[config.mk]
export PLATFORM = sky130hd
export DESIGN_NAME = mul_seq_ctrl
export DESIGN_NICKNAME = d
export VERILOG_FILES = /design/src/rtl/mul_seq_pkg.sv /design/src/rtl/mul_seq_ctrl.sv
export SDC_FILE = /design/constraint.sdc
export NUM_CORES = 1
export LEC_CHECK = 0
export CORE_ASPECT_RATIO = 2
export CORE_UTILIZATION = 40
export DETAILED_ROUTE_END_ITERATION = 7
export GPL_TIMING_DRIVEN = 0
export MAX_ROUTING_LAYER = met4
export PLACE_DENSITY = 0.71
export REMOVE_ABC_BUFFERS = 1
export SLEW_MARGIN = 10
export SYNTH_ARGS = -nofsm -noshare
export SYNTH_HDL_FRONTEND = slang
export SYNTH_SLANG_ARGS = --single-unit
export TNS_END_PERCENT = 20
[constraint.sdc]
create_clock -name clk -period 3.4 [get_ports clk]
set_clock_uncertainty 0.05 [all_clocks]
set_input_delay 0.34 -clock clk [delete_from_list [all_inputs] [get_ports clk]]
set_output_delay 0.34 -clock clk [all_outputs]
set_load 0.01 [all_outputs]
[src/rtl/mul_seq_pkg.sv]
// mul_seq_pkg: shared types and constants for the shift-and-add multiply
// sequencer.
//   state_t : controller FSM encoding (IDLE, CALC, DONE)
//   WIDTH   : operand width, equal to the shared adder width
//   CNT_W   : iteration counter width (2**CNT_W > WIDTH)
//   PROD_W  : product width (2*WIDTH)
package mul_seq_pkg;

  localparam int unsigned WIDTH  = 8;
  localparam int unsigned CNT_W  = 4;
  localparam int unsigned PROD_W = 2 * WIDTH;

  typedef enum logic [1:0] {
    IDLE = 2'd0,
    CALC = 2'd1,
    DONE = 2'd2
  } state_t;

endpackage

[src/rtl/mul_seq_ctrl.sv]
// mul_seq_ctrl: unsigned WIDTH x WIDTH -> 2*WIDTH multiply by shift-and-add.
// The WIDTH-bit adder lives in the parent and is time-shared with other ALU
// operations; the parent gives this block priority on the adder while busy=1.
//
// Ports:
//   clk, rst_n           clock (rising edge), asynchronous active-low reset
//   in_valid/in_ready    operand request handshake; op_a multiplicand,
//                        op_b multiplier
//   out_valid/out_ready  product response handshake; product held until taken
//   busy                 high in CALC or DONE
//   add_a, add_b,
//   add_cin, add_en      drive the shared adder (ADD mode, cin tied to 0)
//   add_sum, add_cout    result returned by the shared adder
module mul_seq_ctrl #(
  parameter int unsigned WIDTH = mul_seq_pkg::WIDTH,
  parameter int unsigned CNT_W = mul_seq_pkg::CNT_W
) (
  input  logic                 clk,
  input  logic                 rst_n,
  input  logic                 in_valid,
  output logic                 in_ready,
  input  logic [WIDTH-1:0]     op_a,
  input  logic [WIDTH-1:0]     op_b,
  output logic                 out_valid,
  input  logic                 out_ready,
  output logic [2*WIDTH-1:0]   product,
  output logic                 busy,
  output logic [WIDTH-1:0]     add_a,
  output logic [WIDTH-1:0]     add_b,
  output logic                 add_cin,
  output logic                 add_en,
  input  logic [WIDTH-1:0]     add_sum,
  input  logic                 add_cout
);

  import mul_seq_pkg::*;

  localparam int unsigned PW = 2 * WIDTH;

  state_t           state_q;
  logic [PW-1:0]    p_q;     // {A, Q}
  logic [CNT_W-1:0] cnt_q;

  // One shift-and-add iteration. The adder sees add_a=A and add_b=M this
  // cycle because both are registered one step ahead of their use.
  logic [WIDTH-1:0] a_cur;
  logic [WIDTH-1:0] a_new;
  logic             c_new;
  logic [PW-1:0]    p_step;

  always_comb begin
    a_cur = p_q[PW-1:WIDTH];
    a_new = a_cur;
    c_new = 1'b0;
    if (p_q[0]) begin
      a_new = add_sum;
      c_new = add_cout;
    end
    // {c, A', Q} >> 1, low 2*WIDTH bits: the carry lands in the MSB.
    p_step = {c_new, a_new, p_q[WIDTH-1:1]};
  end

  assign add_cin = 1'b0;

  // add_b doubles as the multiplicand register M: it is loaded at accept
  // and only needs to be visible while CALC runs.
  always_ff @(posedge clk or negedge rst_n) begin
    if (!rst_n) begin
      state_q   <= IDLE;
      p_q       <= '0;
      cnt_q     <= '0;
      in_ready  <= 1'b1;
      out_valid <= 1'b0;
      busy      <= 1'b0;
      product   <= '0;
      add_en    <= 1'b0;
      add_a     <= '0;
      add_b     <= '0;
    end else begin
      unique case (state_q)
        IDLE: begin
          if (in_valid) begin
            p_q      <= {{WIDTH{1'b0}}, op_b};
            cnt_q    <= '0;
            state_q  <= CALC;
            in_ready <= 1'b0;
            busy     <= 1'b1;
            add_en   <= 1'b1;
            add_a    <= '0;
            add_b    <= op_a;
          end
        end
        CALC: begin
          p_q   <= p_step;
          cnt_q <= cnt_q + 1'b1;
          if (cnt_q == CNT_W'(WIDTH - 1)) begin
            state_q   <= DONE;
            add_en    <= 1'b0;
            add_a     <= '0;
            add_b     <= '0;
            out_valid <= 1'b1;
            product   <= p_step;
          end else begin
            add_a <= p_step[PW-1:WIDTH];
          end
        end
        DONE: begin
          if (out_ready) begin
            state_q   <= IDLE;
            out_valid <= 1'b0;
            in_ready  <= 1'b1;
            busy      <= 1'b0;
          end
        end
        default: begin
          state_q   <= IDLE;
          in_ready  <= 1'b1;
          out_valid <= 1'b0;
          busy      <= 1'b0;
          add_en    <= 1'b0;
          add_a     <= '0;
          add_b     <= '0;
        end
      endcase
    end
  end

endmodule
======== Word level (Yosys, flattened, before mapping) ========
Cells that the tools add are included.
Widths: inputs -> output; s select.
word-level totals
  register bits ........................... 58
  output and inout port bits .............. 37
operators by class
  add/sub/neg operators ................... 1
  eq/ne operators ......................... 6
  multiplexer cells ....................... 26
  bitwise logic cells ..................... 3
  reductions and logical operators ........ 9
operator list
  kind                 count
  $pmux 8 s3           2
  $mux 8               5
  $pmux 16 s2          1
  $mux 16              1
  $pmux 1 s3           4
  $reduce_and 3->1     4
  $pmux 4 s2           1
  $mux 1               7
  $mux 2               3
  $ne 2x2->1 const B   3
  $pmux 2 s3           1
  $reduce_and 2->1     3
  $add 4x1->4 const B  1
  $eq 4x3->1 const B   1
  $mux 4               1
  $not 1->1            3
  $eq 2x1->1 const B   1
  $eq 2x2->1 const B   1
  $logic_not 2->1      1
  $reduce_bool 2->1    1

======== Depth between registers and ports, before layout ========
  depth after elaboration ................. 3
  depth in mapped cells ................... 6
  mapped depth without buffers ............ 4

======== Worst setup path before layout ========
Ideal clock, no wire load.
  kind .................................... register -> register
  start ................................... reg cnt_q[3]
  end ..................................... reg product[15]
  library setup time ...................... 127 ps
  arrival ................................. 1243 ps
  required time ........................... 3223 ps
  setup slack ............................. 1980 ps
  cell stages (with the launch flop) ...... 5
  buffers on the path ..................... 1
  clock period less this slack ............ 1420 ps
  cell sequence ........................... dfrtp_1 and2b_4 and3_1 buf_6 mux2_1
on the way
  longest elaborated chain between the ends .. 2
ends and longest elaborated chain
  item                               RTL line             source
  start, declared                    mul_seq_ctrl.sv:42   logic [CNT_W-1:0] cnt_q;
  start signal, assigned             mul_seq_ctrl.sv:95   cnt_q <= cnt_q + 1'b1;
  $eq 4x3->1                         mul_seq_ctrl.sv:96   if (cnt_q == CNT_W'(WIDTH - 1)) begin
  $reduce_and 2->1 (no source line)  n/a
  end signal, assigned               mul_seq_ctrl.sv:102  product <= p_step;
  end, declared                      mul_seq_ctrl.sv:26   output logic [2*WIDTH-1:0] product,
Every way passes these cells.
A chain may end at the register's enable or synchronous reset.

======== Worst setup path after layout ========
  start ................................... reg state_q[0]
  end ..................................... reg product[3]
on the way
  longest elaborated chain between the ends .. 2
ends and longest elaborated chain
  item                               RTL line            source
  start, declared                    mul_seq_ctrl.sv:40  state_t state_q;
  start signal, assigned             mul_seq_ctrl.sv:69  state_q <= IDLE;
  start signal, assigned             mul_seq_ctrl.sv:85  state_q <= CALC;
  start signal, assigned             mul_seq_ctrl.sv:97  state_q <= DONE;
  $eq 2x1->1                         mul_seq_ctrl.sv:80  unique case (state_q)
  $reduce_and 2->1 (no source line)  n/a
Every way passes these cells.

==> results.cfg <==
[run_status]
status = complete, no violations

[global_route]
grt_pass1_vias = 1838
groute.usage.overall_pct = 19.0
grt-ovfl-total = 0
grt_max_degree = 59
antenna_violations_before_repair = 0
grt_first_pass_wirelength_um = 9150

[place]
finalWeightedCongestion = 0.765
place.port_buffers = 64
hpwl_um = 3710
placement.cell_area_um2 = 3160

[floorplan]
placementRows = 40
floorplan.core_area_um2 = 6060
initial_utilization_pct = 41.7
floorplan.die.height_um = 114
die_area_um2 = 6650
floorplan.die.width_um = 58.2
top_level_ports = 66

[sta]
tightestPinTransition_ps = 1020
slew_viol_final = 0
fmaxAchievable_mhz = 406
hold-worst-slack_ps = 23.5
fin_setup_tns_ps = 0
rsz0062_at_grt = no
setup_viol = 0
share_of_the_clock_period_used_by_the_worst_path_pct = 72.4
maxSlewHeadroom_pct = 32.0
hold_viol = 0
finalWorstPathRequiredPeriod_ps = 2460

[drt]
route.final.wire_length_um = 5540
routed-via-count = 1831
wl_met2_um = 2880
drt-pass1-iter-count = 4
drtAntennaViolNets = 0
drt_iter0_markers = 50
routed_wire_length_per_instance_um = 15.4
top_layer = met4
wl_met1_um = 2350
route.met3.wl_um = 163
routed_via_density = 5.10
drc_errors = 0

[setup_path]
path_max_fanout = 19
kind_of_start_point_of_the_critical_path = flop
crit_chain = nor2b_4 > and3_1 > mux2_1
timing.critical_path.slowest_cell_delay_ps = 860
worst_path_dominant_cell_family = simple AND/OR/NAND/NOR gates
crit_required_ps = 3550
worstSetupEndpointType = flop
critical_path_depth = 3
critical_path_class = reg -> reg
critical_path.slowest_cell = sky130_fd_sc_hd__and3_1
worst_r2r_path_depth = 3
arrival_time_of_data_at_the_critical_path_endpoint_ps = 2610
timing.critical_path.buf_inv = 0

[cells_and_area]
area.growth.synth_to_final_pct = 35.9
finish.net_count = 300
antenna_cells_inserted = 0
stdcell_area_um2 = 3430
fraction_of_final_layout_cells_with_drive_strength_greater_than_1_pct = 8.36

[clocking]
cts_hold_buf = 0
tritoncts.num_buffers = 9
clock-sinks = 58
tritoncts = yes
cts_htree_levels = 3
root_buffer = sky130_fd_sc_hd__clkbuf_16
postCtsSetupRepairBufs = 0
cts-root-to-sink-buffers = 2
quantity_of_gates_resized_following_cts = 0
clk_pin_slew_worst_paths_ps = 50
clkLatencyLatePin_ps = 320

[synth]
synth_most_common_cell = sky130_fd_sc_hd__dfrtp_1
synth.largest_area_cell = sky130_fd_sc_hd__dfrtp_1
ys_async_sr_fraction_pct = 100
post-synth-top-area-fraction_pct = 56.5
yosys_register_bits = 58
post_synth_instance_area_um2 = 2520
post_synth_most_frequent_cells = sky130_fd_sc_hd__dfrtp_1 (57), sky130_fd_sc_hd__mux2i_1 (23), sky130_fd_sc_hd__o21ai_0 (16), sky130_fd_sc_hd__o2bb2ai_1 (15), sky130_fd_sc_hd__o22ai_1 (14)
yosys.cell_types.count = 35
syn_inst = 209
synth.top_cells.by_area = sky130_fd_sc_hd__dfrtp_1 (57%), sky130_fd_sc_hd__mux2i_1 (9.1%), sky130_fd_sc_hd__o2bb2ai_1 (5.2%)
synth-edff-count = 0
synth-seq-area-share_pct = 57.6
syn_area_per_cell_um2 = 12.1
synthesis.yosys.warnings = 0
synth-main-ff-cell = sky130_fd_sc_hd__dfrtp_1

[pwr]
irDropWorstVdd_uv = 521
power_per_cell_area_nw_per_um2 = 960
total_leakage_power_uw = 0.00148
p_total_uw = 3290

[run]
drv.max_cap_violation_count = 0

[min_path]
hp-class = in -> async
-- sequential cells by signal, summed over array words and instances, names as in the netlist, 2 cells and up --
name / flops
add_a: 8
add_b: 8
cnt_q: 4
p_q: 16
product: 16
state_q: 2
-- routing by layer --
| layer | vias to the layer above | GRT usage (%) |
|---|---|---|
| li1 | 876 | - |
| met1 | 900 | 22.9 |
| met2 | 45 | 29.1 |
| met3 | 10 | 4.07 |
| met4 | 0 | 10.3 |
| met5 | - | - |
-- kinds of logic after synthesis --
kind of cell             synth area share, %
other                                  0.149
buffers and inverters                   6.10
flip-flops                              57.6
adder cells (fa/ha/maj)                0.496
AND/OR/NAND/NOR                         5.75
multiplexers                            12.8
AO/OA/AOI/OAI                           17.1
-- worst paths after layout --
check                                       start                      to  slack [ps]
min in group clk              p_q[12]$_DFFE_PN0P_     p_q[12]$_DFFE_PN0P_         420
max in group asynchronous                   rst_n  product[5]$_DFFE_PN0P_        2780
setup / recovery           state_q[0]$_DFFE_PN0P_  product[3]$_DFFE_PN0P_         940
setup reg to reg           state_q[0]$_DFFE_PN0P_  product[3]$_DFFE_PN0P_         940
hold reg to reg               p_q[12]$_DFFE_PN0P_     p_q[12]$_DFFE_PN0P_         420
hold / removal                              rst_n  product[8]$_DFFE_PN0P_          20
-- layout by cell type, fill, tap and decap left out, types with 2 or more instances in the layout --
| master | Yosys | layout |
|---|---|---|
| sky130_fd_sc_hd__clkinv_2 | 0 | 5 |
| sky130_fd_sc_hd__mux2_1 | 7 | 7 |
| sky130_fd_sc_hd__a22o_1 | 3 | 3 |
| sky130_fd_sc_hd__nand3_1 | 3 | 3 |
| sky130_fd_sc_hd__clkbuf_16 | 0 | 9 |
| sky130_fd_sc_hd__mux2i_1 | 23 | 23 |
| sky130_fd_sc_hd__dfrtp_1 | 57 | 57 |
| sky130_fd_sc_hd__o22ai_1 | 14 | 14 |
| sky130_fd_sc_hd__a21oi_1 | 9 | 9 |
| sky130_fd_sc_hd__o21ai_0 | 16 | 16 |
| sky130_fd_sc_hd__a31oi_1 | 2 | 2 |
| sky130_fd_sc_hd__nand2b_1 | 2 | 2 |
| sky130_fd_sc_hd__nand2_1 | 11 | 11 |
| sky130_fd_sc_hd__o2bb2ai_1 | 15 | 15 |
| sky130_fd_sc_hd__nor2_1 | 3 | 3 |
| sky130_fd_sc_hd__clkdlybuf4s50_1 | 0 | 63 |
| sky130_fd_sc_hd__and2_1 | 2 | 2 |
| sky130_fd_sc_hd__inv_1 | 12 | 12 |
| sky130_fd_sc_hd__a21o_1 | 2 | 2 |
-- worst register-to-register path, stage by stage (launching register included) --
cell	delay, ps
sky130_fd_sc_hd__dfrtp_1	710
sky130_fd_sc_hd__nor2b_4	320
sky130_fd_sc_hd__and3_1	870
sky130_fd_sc_hd__mux2_1	400
-- cell type report --
type                            count  area, µm²
Clock buffer                       10        239
Clock inverter                      6       32.5
Fill cell                         530       2630
Inverter                           12       45.0
Multi-Input combinational cell    125        917
Sequential cell                    58       1450
Tap cell                           84        105
Timing Repair Buffer               64        638
-- where the power goes --
group	internal, µW	switching [µW]	leakage (µW)
Sequential	1020	260	0.000697
Clock	504	300	0.000138
Combinational	664	548	0.000642
-- through the flow --
step / std cells / util, % / worst slack [ps]
after global routing: 359 / 56.6 / 777
final: 359 / 56.6 / 939
after CTS: 359 / 56.6 / 892
after detailed placement: 343 / 52.1 / 918
after global placement: 343 / 52.2 / 97.5
after floorplan: 195 / - / 1420
Note: power is estimated with default switching activity, not from simulation.
